## config.mk

```make
export PLATFORM = sky130hd
export DESIGN_NAME = sign_ext
export DESIGN_NICKNAME = d
export VERILOG_FILES = /design/src/rtl/legv8_pkg.sv /design/src/rtl/sign_ext_core.sv /design/src/rtl/sign_ext.sv
export SDC_FILE = /design/constraint.sdc
export NUM_CORES = 1
export LEC_CHECK = 0
export BUFFER_PORTS_ARGS = -buffer_cell sky130_fd_sc_hd__buf_2
export CAP_MARGIN = 20
export CELL_PAD_IN_SITES_DETAIL_PLACEMENT = 2
export CELL_PAD_IN_SITES_GLOBAL_PLACEMENT = 2
export CORE_MARGIN = 2
export CORE_UTILIZATION = 35
export CTS_CLUSTER_DIAMETER = 100
export DETAILED_ROUTE_END_ITERATION = 10
export PLACE_DENSITY_LB_ADDON = 0.1
export SYNTH_ARGS = -nofsm -noshare
export SYNTH_HDL_FRONTEND = slang
export SYNTH_HIERARCHICAL = 1
export SYNTH_SLANG_ARGS = --single-unit
```

## constraint.sdc

```tcl
create_clock -name clk -period 0.8 [get_ports clk]
set_input_delay 0.08 -clock clk [delete_from_list [all_inputs] [get_ports clk]]
set_output_delay 0.08 -clock clk [all_outputs]
set_load 0.05 [all_outputs]
```

## src/rtl/legv8_pkg.sv

```systemverilog
// Shared LEGv8 decode definitions.
// Purpose: opcode constants and immediate-format types used by the decode stage.
// Contents:
//   OP_*          opcode field values, each at the width of its own format's opcode field
//   imm_fmt_t     immediate format selected by the opcode decoder
//   decode_fmt()  priority opcode decoder, instruction word -> imm_fmt_t
package legv8_pkg;

  localparam int unsigned InstrWidth = 32;
  localparam int unsigned DataWidth  = 64;

  // D-type opcodes, a[31:21]
  localparam logic [10:0] OP_LDUR = 11'b111_1100_0010;
  localparam logic [10:0] OP_STUR = 11'b111_1100_0000;
  // CB-type opcodes, a[31:24]
  localparam logic [7:0]  OP_CBZ  = 8'hB4;
  localparam logic [7:0]  OP_CBNZ = 8'hB5;
  // B-type opcode, a[31:26]
  localparam logic [5:0]  OP_B    = 6'b000101;
  // I-type opcodes, a[31:22]
  localparam logic [9:0]  OP_ADDI = 10'b10_0100_0100;
  localparam logic [9:0]  OP_SUBI = 10'b11_0100_0100;

  typedef enum logic [2:0] {
    FMT_D,
    FMT_CB,
    FMT_B,
    FMT_I,
    FMT_NONE
  } imm_fmt_t;

  // Top-down priority: the first matching format wins.
  function automatic imm_fmt_t decode_fmt(input logic [InstrWidth-1:0] instr);
    imm_fmt_t fmt;
    if (instr[31:21] == OP_LDUR || instr[31:21] == OP_STUR) begin
      fmt = FMT_D;
    end else if (instr[31:24] == OP_CBZ || instr[31:24] == OP_CBNZ) begin
      fmt = FMT_CB;
    end else if (instr[31:26] == OP_B) begin
      fmt = FMT_B;
    end else if (instr[31:22] == OP_ADDI || instr[31:22] == OP_SUBI) begin
      fmt = FMT_I;
    end else begin
      fmt = FMT_NONE;
    end
    return fmt;
  endfunction

endpackage

```

## src/rtl/sign_ext_core.sv

```systemverilog
// Combinational immediate extractor.
// Purpose: decodes the instruction format and extends that format's immediate to 64 bits.
// Ports:
//   a    in   32  instruction word
//   fmt  out  3   decoded immediate format
//   ext  out  64  extended immediate (zero for unrecognised opcodes)
module sign_ext_core
  import legv8_pkg::*;
(
  input  logic [InstrWidth-1:0] a,
  output imm_fmt_t              fmt,
  output logic [DataWidth-1:0]  ext
);

  always_comb begin
    fmt = decode_fmt(a);
    ext = '0;
    // Each sign bit is the MSB of its own field; no other instruction bits reach the upper word.
    unique case (fmt)
      FMT_D:    ext = {{55{a[20]}}, a[20:12]};
      FMT_CB:   ext = {{45{a[23]}}, a[23:5]};
      FMT_B:    ext = {{38{a[25]}}, a[25:0]};
      FMT_I:    ext = {52'h0, a[21:10]};
      default:  ext = '0;
    endcase
  end

endmodule

```

## src/rtl/sign_ext.sv

```systemverilog
// LEGv8 immediate sign/zero-extension unit, registered output.
// Purpose: extends the current instruction's immediate and holds it for the ALU and
//          branch-target adder. One cycle of latency, no enable.
// Ports:
//   clk    in   1   rising-edge clock
//   reset  in   1   asynchronous active-low reset (0 clears y)
//   a      in   32  instruction word
//   y      out  64  extended immediate, registered
module sign_ext
  import legv8_pkg::*;
(
  input  logic                  clk,
  input  logic                  reset,
  input  logic [InstrWidth-1:0] a,
  output logic [DataWidth-1:0]  y
);

  imm_fmt_t             fmt;
  logic [DataWidth-1:0] ext;
  logic [DataWidth-1:0] y_d;

  sign_ext_core u_core (
    .a   (a),
    .fmt (fmt),
    .ext (ext)
  );

  // Unrecognised opcodes always load zero, whatever the extractor produced.
  always_comb begin
    y_d = (fmt == FMT_NONE) ? '0 : ext;
  end

  always_ff @(posedge clk or negedge reset) begin
    if (!reset) begin
      y <= '0;
    end else begin
      y <= y_d;
    end
  end

endmodule

```

## Word level (Yosys, flattened, before mapping)

Index checks and enable logic that the tools add are counted.

- Register bits after elaboration: 64
- Logic and storage cells: 22

- Eq/ne operators: 11
- Mux-type cells: 6
- Reductions and logical operators: 4

Operator list:

| cell | count |
|---|---|
| $pmux W64 S4 | 1 |
| $mux W64 | 1 |
| $eq A11 B11 Y1 const B | 2 |
| $eq A10 B10 Y1 const B | 2 |
| $eq A8 B8 Y1 const B | 2 |
| $mux W3 | 4 |
| $eq A3 B2 Y1 const B | 2 |
| $eq A6 B3 Y1 const B | 1 |
| $eq A3 B1 Y1 const B | 1 |
| $eq A3 B3 Y1 const B | 1 |
| $logic_not A3 Y1 | 1 |
| $logic_or A1 B1 Y1 | 3 |

## Logic depth before layout (Yosys ltp)

- Word-level depth: 9
- Gate-level depth with buffers: 8

## Cells and area by module

Netlist, hierarchy kept.

Modules (own cells, without submodules):

| module | instances | cells each | area each (um^2) | seq. area each (um^2) |
|---|---|---|---|---|
| sign_ext | 1 | 135 | 2,098.3 | 1,601.5 |
| sign_ext_core | 1 | 103 | 837.1 | 0.0 |

## Least setup slack after synthesis

OpenSTA, ideal clock, no wires.

- Kind: in2reg
- Start point: in a[26]
- End point: reg y[63]
- Library setup time: 64 ps
- Arrival time: 2,163 ps
- Path slack: -1,426 ps
- Stages: 6
- Cell sequence: or4b_4 > nor4b_4 > a22o_1 > a21o_1 > buf_4 > and2b_2

- Cells in the longest elaborated chain, start to end: 9
- Elaborated cells between the ends (all ways): 21

RTL lines:

| item | line | RTL |
|---|---|---|
| from (decl) | sign_ext.sv:14 | `input logic [InstrWidth-1:0] a,` |
| $eq A10 B10 Y1 | legv8_pkg.sv:41 | `end else if (instr[31:22] == OP_ADDI \|\| instr[31:22] == OP_SUBI) begin` |
| $logic_or A1 B1 Y1 | legv8_pkg.sv:41 |  |
| $mux W3 | legv8_pkg.sv:41 |  |
| $mux W3 | legv8_pkg.sv:39 | `end else if (instr[31:26] == OP_B) begin` |
| $mux W3 | legv8_pkg.sv:37 | `end else if (instr[31:24] == OP_CBZ \|\| instr[31:24] == OP_CBNZ) begin` |
| $mux W3 (*) | legv8_pkg.sv:35 | `if (instr[31:21] == OP_LDUR \|\| instr[31:21] == OP_STUR) begin` |
| $eq A3 B2 Y1, or another cell as far along | sign_ext_core.sv:19 | `unique case (fmt)` |
| $pmux W64 S4 (*) | sign_ext_core.sv:19 |  |
| via ext[63] | sign_ext.sv:19 | `logic [DataWidth-1:0] ext;` |
| $mux W64 (*) | sign_ext.sv:30 | `y_d = (fmt == FMT_NONE) ? '0 : ext;` |
| via y_d[63] | sign_ext.sv:20 | `logic [DataWidth-1:0] y_d;` |
| to (signal assigned) | sign_ext.sv:37 | `y <= y_d;` |
| to (decl) | sign_ext.sv:15 | `output logic [DataWidth-1:0] y` |

The timed path passes the listed nets; every way through them passes the cells marked *.

## Worst setup path after layout

- Start point: in a[23]
- End point: reg y[15]

Same word-level chain as after synthesis.

==> qor.csv <==
stage;metric;value;unit
routing;totalWireLength;9150;um
placed_design;globalplace.congestion;0.780;
cells_and_area;largest_reg_flops;64;
timing;setup_ws;-757;ps
pwr;leakage;2.17;nW
floorplan;io_pins;98;
routing;wire_per_inst;20.2;um
global_routing;grt.overflow.total;0;
routing;drc;0;
min_path;hp-class;in -> reg;
logic_synthesis;syn_inst;238;
global_routing;grt_max_degree;65;
pwr;p_sw;1.54;mW
routing;first_pass_iters;4;
floorplan;start_util;35.9;%
pwr;p_sw_share;22.2;%
global_routing;antenna_found_initial;0;
clocking;root_buffer;clkbuf_8;
status;status;complete, but fails checks;
critical_path;cp.required;1070;ps
logic_synthesis;yosys_warnings;6;
routing;vias;2185;
clocking;cts_tree;built;
floorplan;die_h;95.6;um
timing;max_freq;0.642;GHz
cells_and_area;drive_gt1_share;57.2;%
logic_synthesis;ys_seq_area_share;54.6;%
critical_path;critPathKind;in -> reg;
timing;drv_slew;0;
critical_path;start_kind;primary input;
logic_synthesis;syn_nets;272;
timing;setup_viol;128;
clocking;cts_buffer_depth;2;
pwr;power.density;1560;nW/um2
clocking;cts_max_level;3;
logic_synthesis;syn_area_per_cell;12.3;um2
global_routing;grt_pass1_wl;12900;um
timing;post-route-period-util;195;%
cells_and_area;final_cell_mix;buf_6 (77), dfrtp_1 (64), nor2b_1 (40), buf_2 (32), buf_4 (28);
placed_design;dp_hpwl;5340;um
critical_path;arrival;1830;ps
logic_synthesis;syn-cell-area;2940;um2
run;cap_violations;0;
cells_and_area;stdcell_area;4440;um2
status;violations;negative setup slack;
clocking;clock-sinks;64;
pwr;internal-power;5.39;mW
clocking;cts.clk_slew.worst_paths;70;ps
routing;final_antenna_net_count;0;
logic_synthesis;yosysUniqueCellTypes;28;
logic_synthesis;synth_ff_type;dfrtp_1;
pwr;clkPwrFrac;45.5;%
pwr;ir_drop;831;uV
timing;rsz0062_at_grt;true;
placed_design;portBuffers;97;
floorplan;rows;33;
global_routing;grt_usage;19.3;%
pwr;power_frac_seq;46.7;%
cells_and_area;final_common_cell;buf_6;
floorplan;coreArea;8180;um2
routing;viasPerCell;4.82;
cells_and_area;area_growth;51.2;%
cells_and_area;num_antenna_cells;0;
cells_and_area;num-fill-cells;788;
cells_and_area;post-route-util;54.3;%
global_routing;grt_pass1_vias;2371;
timing;tightest_slew;388;ps
timing;fin_crit;1560;ps
critical_path;cp_max_fo;4;
logic_synthesis;ys_async_sr_fraction;100;%
cells_and_area;regMostFlops;y;
floorplan;dieArea;9140;um2
routing;drt-initial-drc-count;74;
clocking;numCtsBuffers;9;
cells_and_area;layout.nets;378;
placed_design;place_area;3460;um2
logic_synthesis;synth-edff-count;0;
logic_synthesis;ys_ff_latch;64;
critical_path;end_kind;flip-flop;
floorplan;die_w;95.6;um
timing;hold_violations;0;
pwr;p_comb_share;7.8;%
cells_and_area;largestRegisters;y: 64 flops;
timing;slew_headroom;74.1;%
repair_timing:
item	in CTS	in global routing
gates cloned	3	2
endpoints found under the hold margin	64	0
setup endpoints to repair	128	128
resized for setup	161	24
hold buffers	1	0
pin swaps	4	4
buffers inserted	5	3
cell type report:
| cell class | count | area, um2 | share of cell area (%) |
|---|---|---|---|
| Tap cell | 105 | 131 | 2.96 |
| Inverter | 1 | 3.75 | 0.0846 |
| Sequential cell | 64 | 1600 | 36.1 |
| Clock inverter | 3 | 65.1 | 1.47 |
| Timing Repair Buffer | 144 | 1360 | 30.7 |
| Clock buffer | 12 | 155 | 3.50 |
| Multi-Input combinational cell | 124 | 1120 | 25.2 |
metrics by stage:
stage                     hold WS, ps  instances  power (mW)  setup TNS, ps  setup slack (ps)
after floorplan                  -216        238        3.45         -60550             -1010
after global placement            118        425        3.72         -69590             -1140
after detailed placement          126        425        3.73         -73440             -1240
after CTS                        90.0        449        6.97         -54570              -737
after global routing              134        453        7.20         -59630              -817
final                             104        453        6.93         -54990              -757
worst max-delay path, stage by stage:
cell and delay, ps:
buf_6 90, or4b_4 570, nor4b_4 350, buf_4 190, and2_4 150, buf_6 110
a221o_1 140, nor2b_4 150
Yosys cell counts (all sizes together) (2+ instances only):
master / instances / area (um2)
a222oi: 2 / 20.0
nor4b: 2 / 47.6
a22oi: 3 / 22.5
buf: 50 / 400
nor2b: 60 / 375
nand2: 8 / 32.5
or2: 2 / 12.5
a21o: 6 / 45.0
nand3: 3 / 15.0
dfrtp: 64 / 1600
a221o: 14 / 140
a22o: 8 / 70.1
and2b: 4 / 35.0
final timing paths:
| kind | from | endpoint | slack (ps) | cells after the start |
|---|---|---|---|---|
| min | a[4] | y[4] | 100 | 4 |
| min in group asynchronous | reset | y[61] | 280 | 3 |
| max in group asynchronous | reset | y[26] | 230 | 3 |
| max | a[23] | y[15] | -760 | 8 |
power groups by stage:
stage / clock network, mW / logic, mW / registers [mW]
finish: 3.15 / 0.540 / 3.24
global route: 3.38 / 0.582 / 3.24
CTS: 3.24 / 0.492 / 3.24
detailed placement: 0 / 0.434 / 3.30
global placement: 0 / 0.420 / 3.30
floorplan: 0 / 0.135 / 3.31
logic make-up after synthesis:
logic type / share of synthesized area [%]
AO/OA/AOI/OAI: 10.3
buffers and inverters: 13.9
AND/OR/NAND/NOR: 21.2
flip-flops: 54.6
routing by layer:
metal,share of wire [%],wire (um),up-vias,track usage (%)
met5,0,0,-,0
met4,1.3,118,0,6.43
met3,3.5,322,12,3.87
met2,54,4960,69,34.3
met1,41,3750,1121,23.1
li1,-,-,983,-
Power figures use the tool's default switching activity.
